[src/rtl/fifo.sv]
// Single-clock byte FIFO with first-word-fall-through read data and
// programmable almost-full / almost-empty flags.
module fifo #(
    parameter int unsigned FIFO_DEPTH = 4,
    parameter int unsigned FIFO_WIDTH = 8
) (
    input  logic                  FIFO_CLK,
    input  logic                  RST_N,
    input  logic                  FIFO_WR_ENA,
    input  logic [FIFO_WIDTH-1:0] FIFO_WR_DATA,
    input  logic                  FIFO_WR_LAST,
    output logic                  FIFO_WR_FULL,
    output logic                  FIFO_WR_ALM_FULL,
    input  logic [FIFO_DEPTH-1:0] FIFO_WR_ALM_COUNT,
    input  logic                  FIFO_RD_ENA,
    output logic [FIFO_WIDTH-1:0] FIFO_RD_DATA,
    output logic                  FIFO_RD_EMPTY,
    output logic                  FIFO_RD_ALM_EMPTY,
    input  logic [FIFO_DEPTH-1:0] FIFO_RD_ALM_COUNT
);

    localparam int unsigned ENTRIES = 2 ** FIFO_DEPTH;
    localparam int unsigned CNT_W   = FIFO_DEPTH + 1;

    logic [FIFO_WIDTH-1:0] mem [ENTRIES];
    logic [FIFO_DEPTH-1:0] wptr;
    logic [FIFO_DEPTH-1:0] rptr;
    logic [CNT_W-1:0]      count;
    logic                  wr_ok;
    logic                  rd_ok;
    logic                  wr_last_unused;

    // End-of-packet tag is reserved for a future packet mode.
    assign wr_last_unused = FIFO_WR_LAST;

    assign wr_ok = FIFO_WR_ENA & ~FIFO_WR_FULL;
    assign rd_ok = FIFO_RD_ENA & ~FIFO_RD_EMPTY;

    // Pointer and occupancy tracking.
    always_ff @(posedge FIFO_CLK) begin
        if (!RST_N) begin
            wptr  <= '0;
            rptr  <= '0;
            count <= '0;
        end else begin
            if (wr_ok) begin
                wptr <= wptr + FIFO_DEPTH'(1);
            end
            if (rd_ok) begin
                rptr <= rptr + FIFO_DEPTH'(1);
            end
            if (wr_ok && !rd_ok) begin
                count <= count + CNT_W'(1);
            end else if (rd_ok && !wr_ok) begin
                count <= count - CNT_W'(1);
            end
        end
    end

    // Storage is not reset; a write on a reset edge is suppressed.
    always_ff @(posedge FIFO_CLK) begin
        if (RST_N && wr_ok) begin
            mem[wptr] <= FIFO_WR_DATA;
        end
    end

    assign FIFO_WR_FULL      = (count == CNT_W'(ENTRIES));
    assign FIFO_RD_EMPTY     = (count == '0);
    assign FIFO_WR_ALM_FULL  = ((CNT_W'(ENTRIES) - count) <= CNT_W'(FIFO_WR_ALM_COUNT));
    assign FIFO_RD_ALM_EMPTY = (count <= CNT_W'(FIFO_RD_ALM_COUNT));
    assign FIFO_RD_DATA      = FIFO_RD_EMPTY ? '0 : mem[rptr];

endmodule

[config.mk]
export PLATFORM = sky130hd
export DESIGN_NAME = fifo
export DESIGN_NICKNAME = d
export VERILOG_FILES = /design/src/rtl/fifo.sv
export SDC_FILE = /design/constraint.sdc
export NUM_CORES = 1
export LEC_CHECK = 0
export CORE_ASPECT_RATIO = 2
export CORE_MARGIN = 4
export CORE_UTILIZATION = 45
export CTS_CLUSTER_DIAMETER = 100
export DETAILED_ROUTE_END_ITERATION = 10
export GPL_TIMING_DRIVEN = 1
export HOLD_SLACK_MARGIN = 0.06
export MAX_ROUTING_LAYER = met4
export PLACE_DENSITY_LB_ADDON = 0.3
export SKIP_LAST_GASP = 1
export SYNTH_ARGS = -nofsm -noshare
export SYNTH_HDL_FRONTEND = slang
export SYNTH_SLANG_ARGS = --single-unit
[constraint.sdc]
create_clock -name FIFO_CLK -period 2.9 [get_ports FIFO_CLK]
set_input_delay 0.29 -clock FIFO_CLK [delete_from_list [all_inputs] [get_ports FIFO_CLK]]
set_output_delay 0.29 -clock FIFO_CLK [all_outputs]
set_load 0.005 [all_outputs]
* Yosys cells after proc, flatten, opt, wreduce, memory -nomap -nowiden
Memory sizes are Yosys's and may differ from the RTL's. A register that Yosys moved wholly into a read port is not among the register bits. Cells that the tools add are included.
Storage, ports and cells: word-level logic and storage cells 30, register bits after elaboration 13, RAM bits 128, output and inout bits 12, memories kept 1
Memories:
- mem | depth 16, bits a word 8, read ports 1, clocked after memory_dff 1, wr ports 1, line 25 | logic [FIFO_WIDTH-1:0] mem [ENTRIES];
Operators by class: reductions and logical operators 7, add/subtract/negate cells 5, equal/unequal tests 1, $lt $le $gt $ge 2, multiplexer cells 7, bitwise operators 4
Operators with widths (count):
- 5-bit by 4-bit less-or-equal comparator with 1-bit output | 2
- 5-bit 2-to-1 mux | 2
- 4-bit by 1-bit adder with 4-bit output (second input constant) | 2
- 4-bit 2-to-1 mux | 2
- 8-bit 2-to-1 mux | 1
- 5-bit by 1-bit adder with 5-bit output (second input constant) | 1
- 5-bit equality test (second input constant) | 1
- 5-bit logical NOT | 1
- 5-bit by 1-bit subtractor with 5-bit output (second input constant) | 1
- 5-bit subtractor (first input constant) | 1
- 1-bit logical AND | 3
- 1-bit AND | 2
- 1-bit logical NOT | 2
- 1-bit 2-to-1 mux | 2
- 1-bit NOT | 2
- 2-bit nonzero test | 1

* Depth between registers and ports, before layout
Gate-level depths: netlist of the first run.
depth in word-level cells 7, mapped depth 13

* Worst setup path after synthesis of the first run
Ideal clock, no wire load.
path kind reg2reg, from register count[0], to register count[4], required time 2828 ps, slack 114 ps, stages on the path, launching flop included 13, clock period less this slack 2786 ps, arrival time 2714 ps, library setup time 72 ps, path through dfxtp_1 -> inv_1 -> ha_1 -> nor3b_1 -> ha_1 -> nor2b_1 -> inv_1 -> ha_1 -> fa_1 -> nand2b_1 -> a21oi_1 -> mux2i_1 -> mux2i_1
On the way: cells in the longest elaborated chain, start to end 6, elaborated cells on any way between the ends 15
Ends and longest elaborated chain:
- start: declaration | line 28 | logic [CNT_W-1:0] count;
- start signal: assignment | line 53 | count <= count + CNT_W'(1);
- start signal: assignment | line 55 | count <= count - CNT_W'(1);
- 5-bit logical NOT * | line 68 | assign FIFO_RD_EMPTY = (count == '0);
- net FIFO_RD_EMPTY | line 17 | output logic FIFO_RD_EMPTY,
- 1-bit NOT * | line 37 | assign rd_ok = FIFO_RD_ENA & ~FIFO_RD_EMPTY;
- 1-bit AND * | line 37
- 1-bit logical NOT | line 52 | if (wr_ok && !rd_ok) begin
- 1-bit logical AND | line 52
- 5-bit 2-to-1 mux or 2-bit nonzero test (tied branches)
Mark *: on every way through the listed nets, which the timed path passes. The rest lies on a longest branch. The select of a mux whose other input is x is not followed. A chain may end at the register's enable or synchronous reset.

* Worst setup path after layout of the first run
from register count[1], to register count[3]
On the way: cells in the longest elaborated chain, start to end 6, elaborated cells on any way between the ends 15
Ends and longest elaborated chain:
- branches (longest 6 deep; another with 5-bit by 1-bit subtractor with 5-bit output)
Parallel ways; which one is timed is not known. The select of a mux whose other input is x is not followed.

==> reports/metrics.csv, run 1 <==
stage;metric;value;unit
run_status;result_of_the_run;finished clean;
timing;unrepaired_setup_endpoints_after_global_routing;no;
timing;slew_viol_final;0;
clock_network;clock-root-buffer;clkbuf_16;
synthesis;syn_nets;446;
floorplanning;num_rows;60;
synthesis;synth.yosys.seq_area_share;0.678;
detailed_routing;drc_errors;0;
finish;nets;513;
worst_setup_path;critical_path.max_stage_delay;620;ps
detailed_routing;initialDrtViolationCount;215;
finish;synthToLayoutAreaGrowth;21.3;%
floorplanning;die_width;90.8;µm
power_and_ir_drop;cell_internal_power_dissipation;0.00483;W
worst_setup_path;critPathArrivalTime;3120;ps
clock_network;holdBufCountCts;0;
worst_setup_path;worst-r2r-setup-slack;130;ps
synthesis;syn-mean-instance-area;15.3;µm²
timing;final-hold-violation-count;0;
timing;timing.slew.headroom;0.503;
timing;setup-tns-final;0;ps
detailed_routing;route.detailed.vias_per_inst;5.50;
finish;filler_cell_count;1060;
clock_network;worstSkewPairLatency;420;ps
synthesis;synth_top_family_by_area;multiplexers;
clock_network;cts.htree.levels;4;
synthesis;synth-simple-area-share;0.0736;
floorplanning;total_i_o_pin_count;33;
synthesis;post_synth_mux_area_share;0.111;
synthesis;synth_xor_area_frac;0.0142;
floorplanning;placeableCoreArea;13400;µm²
timing;final-setup-viol-count;0;
detailed_routing;totalWireLength;13200;µm
worst_setup_path;cp_common_cell;ha_1;
finish;antenna-diode-count;0;
power_and_ir_drop;power_density;912;nW/µm²
finish;postLayoutCoreUtil;0.557;
power_and_ir_drop;power.share.clock;0.326;
power_and_ir_drop;switching_share;0.292;
timing;finalWorstPathRequiredPeriod;2770;ps
worst_setup_path;endpoint_kind;register;
power_and_ir_drop;totalPowerFinal;0.00682;W
timing;worst_slew_pin_slew;744;ps
power_and_ir_drop;p_comb_frac;0.310;
global_route;globalRouteTotalUtil;0.182;
clock_network;clk_path_buf_depth;2;
clock_network;cts_inserted_buffers;17;
worst_setup_path;worstPathCellList;inv_1, ha_1, nor3b_2, ha_1, nor2b_2, ha_2, inv_1, ha_1, a21o_1, a21oi_1, or4b_2, nand3_1;
worst_setup_path;critical-path-slowest-cell;or4b_2;
synthesis;post_synthesis_compound_gate_area_fraction;0.0499;
timing;crit_share_post_route;0.954;
synthesis;synth_adder_area_share;0.0438;
global_route;grt_pass1_vias;3770;
worst_setup_path;cp_top_family;simple AND/OR/NAND/NOR gates;
worst_setup_path;critical_path_buf_inv_count;2;
placed_design;detailedPlacementHpwl;9160;µm
worst_setup_path;crit_fanout;4;
flow_run;max-cap-violations;0;
synthesis;netlist_instances;404;
detailed_routing;detailedRoute.firstPassIterationCount;4;
global_route;antenna_violations_before_repair;0;
detailed_routing;routed-via-count;3513;
floorplanning;die_area;15800;µm²
clock_network;cts.reportedPaths.clkPinSlew;60;ps
clock_network;clock_sinks;145;
clock_network;cts_tree;yes;
placed_design;gp_routability_congestion;0.860;
global_route;overflow;0;
floorplanning;floorplan.initialDensity;0.459;
floorplanning;chipHeight;174;µm
detailed_routing;postRouteAntennaNets;0;
timing;final.setup_skew;12.6;ps
worst_hold_path;path_class_of_the_lowest_slack_min_delay_path;reg -> reg;
global_route;grt_pass1_wl;20600;µm
synthesis;synth.ff_latch_count;145;
placed_design;number_of_input_and_output_port_buffers_inserted;31;
synthesis;mappedNetlistArea;6170;µm²
power_and_ir_drop;switching_power;0.00199;W
detailed_routing;routed_len_inst;20.6;µm
synthesis;synth-edff-count;128;
power_and_ir_drop;seq_power_share;0.364;
global_route;pin_count_of_the_biggest_net_entering_global_routing;29;
synthesis;synth_cell_types;37;
power_and_ir_drop;p_leak;2.68;nW
synthesis;share_of_async_settable_or_async_resettable_flops_after_synthesis;0;
worst_setup_path;critical_path_class;reg -> reg;
finish;layout-drive-gt1-share;0.174;
power_and_ir_drop;vdd.ir_drop.worst;0.000554;V
timing;max_freq;362;MHz
worst_setup_path;worst_setup_path_start_kind;register;
synthesis;yosysWarnings;0;
synthesis;ys.flop_type;edfxtp_1;
worst_setup_path;critPathRequiredTime;3250;ps
worst paths after layout:
check | from | endpoint | cells past startpoint
setup reg to reg | count[1] | count[3] | 12
hold reg to reg | count[4] | count[4] | 2
setup / recovery | count[1] | count[3] | 12
hold / removal | count[4] | count[4] | 2
registers in the layout (all words and copies together) (netlist names), named ones only:
signal / count
count: 5
mem: 128
rptr: 4
wptr: 4
cells in the mapped netlist (6+ instances only):
master,number,share of area
nor2b_1,9,0.0091
nand3_1,10,0.0081
ha_1,20,0.041
a22oi_1,24,0.029
dfxtp_1,17,0.055
nand2_1,20,0.012
nor2_1,23,0.014
edfxtp_1,128,0.62
xnor2_1,8,0.011
and2_1,11,0.011
o21ai_0,9,0.0073
nand2b_1,6,0.0061
mux2i_1,55,0.089
buf_2,6,0.0049
inv_1,14,0.0085
mux4_2,6,0.022
what timing repair did:
item	4_1_cts	5_1_grt
pin swaps	0	0
gates resized for setup	11	9
setup buffers	1	2
setup endpoints to repair	8	8
layout by cell type (no fill, tap or decap), types with 5 or more instances in the layout:
master | synthesis | layout
nor2b_1 | 9 | 7
nor2_1 | 23 | 22
nand2b_1 | 6 | 5
clkbuf_16 | 0 | 17
edfxtp_1 | 128 | 128
ha_1 | 20 | 19
mux2i_1 | 55 | 55
nand2_1 | 20 | 20
inv_1 | 14 | 14
xnor2_1 | 8 | 8
buf_4 | 1 | 32
dfxtp_1 | 17 | 16
clkdlybuf4s50_1 | 0 | 23
o21ai_0 | 9 | 9
and2_1 | 11 | 10
mux4_2 | 6 | 6
a22oi_1 | 24 | 24
dlymetal6s2s_1 | 0 | 5
clkinvlp_4 | 0 | 5
nand3_1 | 10 | 10
power by group through the flow:
stage	logic [W]	registers [W]	clock network (W)
floorplan	0.00137	0.00246	0
global placement	0.00197	0.00255	0
detailed placement	0.00204	0.00256	0
CTS	0.00211	0.00249	0.00226
global route	0.00236	0.00250	0.00234
finish	0.00212	0.00249	0.00222
through the flow:
stage               instance area [µm²]  cells  hold WS [ps]  setup WS (ps)
detailed placement                 6800    604           552           89.5
finish                             7490    639           550            134
global placement                   6800    604           538            122
floorplan                          6170    404           389            114
CTS                                7450    637           565           2.99
global route                       7490    639           578           3.73
worst min-delay path, stage by stage (launching register included):
cell and delay (ps):
dfxtp_1 360, nand2_1 80, mux2i_1 60
cell type report:
cell class | count | area (µm²) | area share
clock inverter | 14 | 180 | 0.0241
clock buffer | 18 | 429 | 0.0573
tap | 155 | 194 | 0.0259
sequential | 145 | 4190 | 0.559
multi-input combinational | 228 | 1850 | 0.247
inverter | 14 | 52.6 | 0.00702
timing repair buffer | 65 | 591 | 0.0789
per-layer routing:
layer / vias to the layer above / global-route usage / wire, µm
met2: 88 / 0.337 / 7630
met1: 1736 / 0.177 / 4660
met5: - / - / 0
li1: 1664 / - / -
met3: 25 / 0.0434 / 461
met4: 0 / 0.0762 / 425
kinds of logic (layout without fill, tap and decap cells):
family	count (synthesis)	count (layout)
DFF	145	145
and+or+nand+nor	90	90
muxes	61	61
AOI/OAI and AO/OA	46	46
buffers and inverters	31	111
adders and majority gates	21	21
xor gates and xnor gates	10	10
Note: power is estimated with default switching activity, not from simulation.
==> run 2: changes to the inputs <==
GPL_TIMING_DRIVEN = default   (was 1)
HOLD_SLACK_MARGIN = default   (was 0.06)
==> results of run 2 <==
Final layout, timing and power as in run 1 (identical DEF).
==> patch 1 (settings of run 2) <==
The parameter `FIFO_DEPTH` goes from 4 to 5.
--- a/src/rtl/fifo.sv
+++ b/src/rtl/fifo.sv
@@ -1,7 +1,7 @@
 // Single-clock byte FIFO with first-word-fall-through read data and
 // programmable almost-full / almost-empty flags.
 module fifo #(
-    parameter int unsigned FIFO_DEPTH = 4,
+    parameter int unsigned FIFO_DEPTH = 5,
     parameter int unsigned FIFO_WIDTH = 8
 ) (
     input  logic                  FIFO_CLK,
Ports: changed (resized FIFO_RD_ALM_COUNT and FIFO_WR_ALM_COUNT); port bits go from 33 to 35. The function was not compared with the original's and may differ.
==> patch 1 against run 2 <==
The run now ends with setup timing left. Via count grew 63%. Sequential cell count up 132. Area after synthesis rose by 84%. Critical path depth fell by 4. Wire length grew 86%. Setup slack got worse by 0.26 ns. Cell area up 80%. Power rose by 61%. Utilization fell by 1.8 points. Critical endpoint is now FIFO_RD_DATA[1]. Largest cell class unchanged.
==> patch 1: results (changes against run 2) <==
[layout]
drive_gt1_frac=0.302  ; +0.129
multi_input_area_share=0.229  ; -0.0188
signal_buffers=114  ; +75%
inv_count=17  ; +3
clock_buffer_count=31  ; +13
multi_input_gates=265  ; +16%
seq-cell-share=0.601  ; +0.0420
syn2layout_area_growth_pct=18.7
final_nets=743  ; +45%
buffer_area_frac=0.0764  ; -0.00249

[place]
place.gp.congestion=0.774  ; -10%
placed_cells=992  ; +64%
dpl.hpwl_mm=16.4  ; +79%
placed_area_um2=12500  ; +84%
pre_cts_slack_ns=-0.0394  ; -0.129 ns

[critical_path]
r2r-end=count[5]$_SDFFE_PN0P_
crit_slowest_cell=mux4_2
reg2reg_slack_ns=0.24  ; +0.11 ns
worst_path_largest_cell_delay_ns=0.52  ; -0.10 ns
worstSetupPathType=reg2out
crit_fanout=9  ; +5
cpLargestDelayFamily=multiplexers
reg2reg_depth=13  ; +1

[synthesis]
synth_area_per_cell_um2=19.4  ; +27%
muxShareOfSynthArea=0.159  ; +0.0475
synth_edf_count=256  ; +100%
synth_cell_types=45  ; +22%
synth_xor_area_frac=0.0108  ; -0.00341
synthesis.nets=630  ; +41%
synthAdderAreaFrac=0.0249  ; -0.0189
synthTopCellsByCount=edfxtp_1 (256), mux4_2 (53), nor2_1 (37)
synth.area.top_cells=edfxtp_1 (68%), mux4_2 (11%), mux4_1 (4.4%)

[power]
ir_drop_v=0.000503  ; -9.2%
power.leakage_nw=4.43  ; +65%

[clocking]
cts_buffers=23  ; +6
worst_skew_pair.late_latency_ns=0.53  ; +0.11 ns
clock_sinks=277  ; +91%
cts_buffer_depth=3  ; +1

[global_route]
grt_max_degree=34  ; +17%
track_usage=0.184  ; +0.00247
use_met2=0.348  ; +0.0105
met3_usage=0.0165  ; -0.0269
grt_pass1_wl_mm=37.1  ; +80%

[route]
routed-wl-met3_um=722  ; +57%
met2_length_mm=14.4  ; +88%
via_per_inst=5.44  ; -1.0%
vias=5719  ; +63%
met1_length_mm=8.33  ; +79%

[sta]
setup_ws_ns=-0.126  ; -0.260 ns
setup_tns_ns=-0.538  ; -0.538 ns
setup_violations=8  ; +8

[outcome]
status=complete, but fails checks
violations=setup timing

-- patch 1: worst min-delay path by stage --
stage | end | from | slack, ns
floorplan | mem[0][0]$_DFFE_PP_ | FIFO_WR_DATA[0] | 0.39
global placement | flip-flop | rptr[1]$_SDFFE_PN0P_ | 0.53
detailed placement | count[5]$_SDFFE_PN0P_ | count[5]$_SDFFE_PN0P_ | 0.57
CTS | mem[4][2]$_DFFE_PP_ | FIFO_WR_DATA[2] | 0.59
global route | count[5]$_SDFFE_PN0P_ | count[5]$_SDFFE_PN0P_ | 0.62
finish | count[5]$_SDFFE_PN0P_ | count[5]$_SDFFE_PN0P_ | 0.58
-- patch 1: where the power goes --
group / total [mW] / internal [mW] / switching [mW]
Sequential: 4.58 / 4.46 / 0.118
Combinational: 3.19 / 1.74 / 1.45
Clock: 3.21 / 1.81 / 1.40
Total: 11.0 / 8.01 / 2.97
-- patch 1: tightest hold or removal path, cell delays in order (launching register included) --
cell and delay, ns:
dfxtp_1 0.39, nand2_1 0.09, mux2i_1 0.06
==> patch 2 (settings of run 2) <==
Made on the original files. Make the reset (`RST_N`) asynchronous in one clocked block.
--- a/src/rtl/fifo.sv
+++ b/src/rtl/fifo.sv
@@ -37,7 +37,7 @@
     assign rd_ok = FIFO_RD_ENA & ~FIFO_RD_EMPTY;
 
     // Pointer and occupancy tracking.
-    always_ff @(posedge FIFO_CLK) begin
+    always_ff @(posedge FIFO_CLK or negedge RST_N) begin
         if (!RST_N) begin
             wptr  <= '0;
             rptr  <= '0;
Behaviour: differs if RST_N is asserted again (counterexample within 4 cycles, from zero or initial values and one cycle with RST_N low); with RST_N held inactive, the same outputs for 10 cycles.
==> patch 2 against run 2 <==
Cell area grew 0.37%. Register-to-register slack gained 0.06 ns. Area after synthesis shrank 1.7%. Setup slack lost 0.0043 ns. Wire length shrank 2.5%. Utilization grew 1.5 points. Power grew 10%. Non-clock buffer count grew 9. Sequential cell count shrank 4. Largest cell class unchanged.
==> patch 2: results (changes against run 2) <==
[outcome]
status=finished clean

[clocking]
cts_buffer_depth=3  ; +1
worst_skew_pair.late_latency_ns=0.45  ; +0.03 ns
cts_resized=15  ; +4

[synthesis]
postSynthCellCount=346  ; -14%
synth_xor_area_frac=0.0159  ; +0.00169
synth_cell_types=38  ; +2.7%
synth-seq-area-share=0.687  ; +0.00913
synthAdderAreaFrac=0.0445  ; +0.000750
muxShareOfSynthArea=0.136  ; +0.0248
synthTopCellsByCount=edfxtp_1 (128), mux2i_1 (25), ha_1 (20)
synth.area.top_cells=edfxtp_1 (63%), dfrtp_1 (5.4%), mux4_1 (5.2%)
synth-compound-area-share=0.0445  ; -0.00533
synthesis.nets=388  ; -13%

[place]
place.gp.congestion=0.812  ; -5.5%
placed_area_um2=6740  ; -0.81%
dpl.hpwl_mm=9.16  ; +0.10%
pre_cts_slack_ns=0.0954  ; +0.00591 ns
placed_cells=552  ; -8.6%

[route]
avgRoutedWirePerCell_um=21.8  ; +5.5%
vias=3300  ; -6.1%
drt-initial-drc-count=222  ; +3.3%

[critical_path]
reg2reg_slack_ns=0.19  ; +0.06 ns
crit_slowest_cell=clkdlybuf4s50_1
cpLargestDelayFamily=buffers and inverters
worstSetupEndpoint=FIFO_WR_ALM_FULL
reg2reg_depth=13  ; +1
r2r-end=count[4]$_DFFE_PN0P_
crit_fanout=2  ; -2
worstPathArrival_ns=2.48  ; -0.64 ns
worst_path_largest_cell_delay_ns=0.49  ; -0.13 ns

[hold_path]
hold_class=in2async

[power]
comb_power_share=0.354  ; +0.044
power.leakage_nw=2.78  ; +3.7%
swShare=0.297  ; +0.00551
pwr-share-seq=0.339  ; -0.025
ir_drop_v=0.000569  ; +2.8%
power_mw=7.52  ; +10%

[sta]
fin_skew_ns=0.00813  ; -0.00451 ns
whs_ns=0.135  ; -0.415 ns
slew_headroom=0.622  ; +0.119

[global_route]
grt_pass1_vias=3626  ; -3.8%
grt_pass1_wl_mm=20.0  ; -3.0%
track_usage=0.181  ; -0.00103

==> patch 2: cell types whose count changed in the layout (fill, tap and decap cells not counted), moves of 8 or more <==
cell,change
mux2i_1,-30
a22oi_1,-24
dfxtp_1,-16
dfrtp_1,+12
mux4_1,+12
o21ai_1,+11
and2_1,-9
buf_4,+9
clkbuf_16,+8
nand2_1,-8
==> patch 2: metal layers <==
metal | GRT usage | routed length [um] | up-vias
met5 | - | 0 | -
met4 | 0.0841 | 357 | 0
met3 | 0.0287 | 404 | 23
met2 | 0.354 | 7790 | 78
met1 | 0.169 | 4300 | 1670
li1 | - | - | 1529
==> patch 2: cells by family after synthesis <==
group,Yosys count
flops,141
simple gates,52
mux,49
compound gates,42
buf+inv,30
fa+ha+maj,21
xor+xnor,11
==> patch 2: cell type report <==
class                      count  area (um2)
clock buffer                  28         637
clock inverter                 5        21.3
fill                        1047        5630
inverter                      15        56.3
multi-input combinational    175        1790
sequential                   141        4170
tap                          152         190
timing repair buffer          74         653
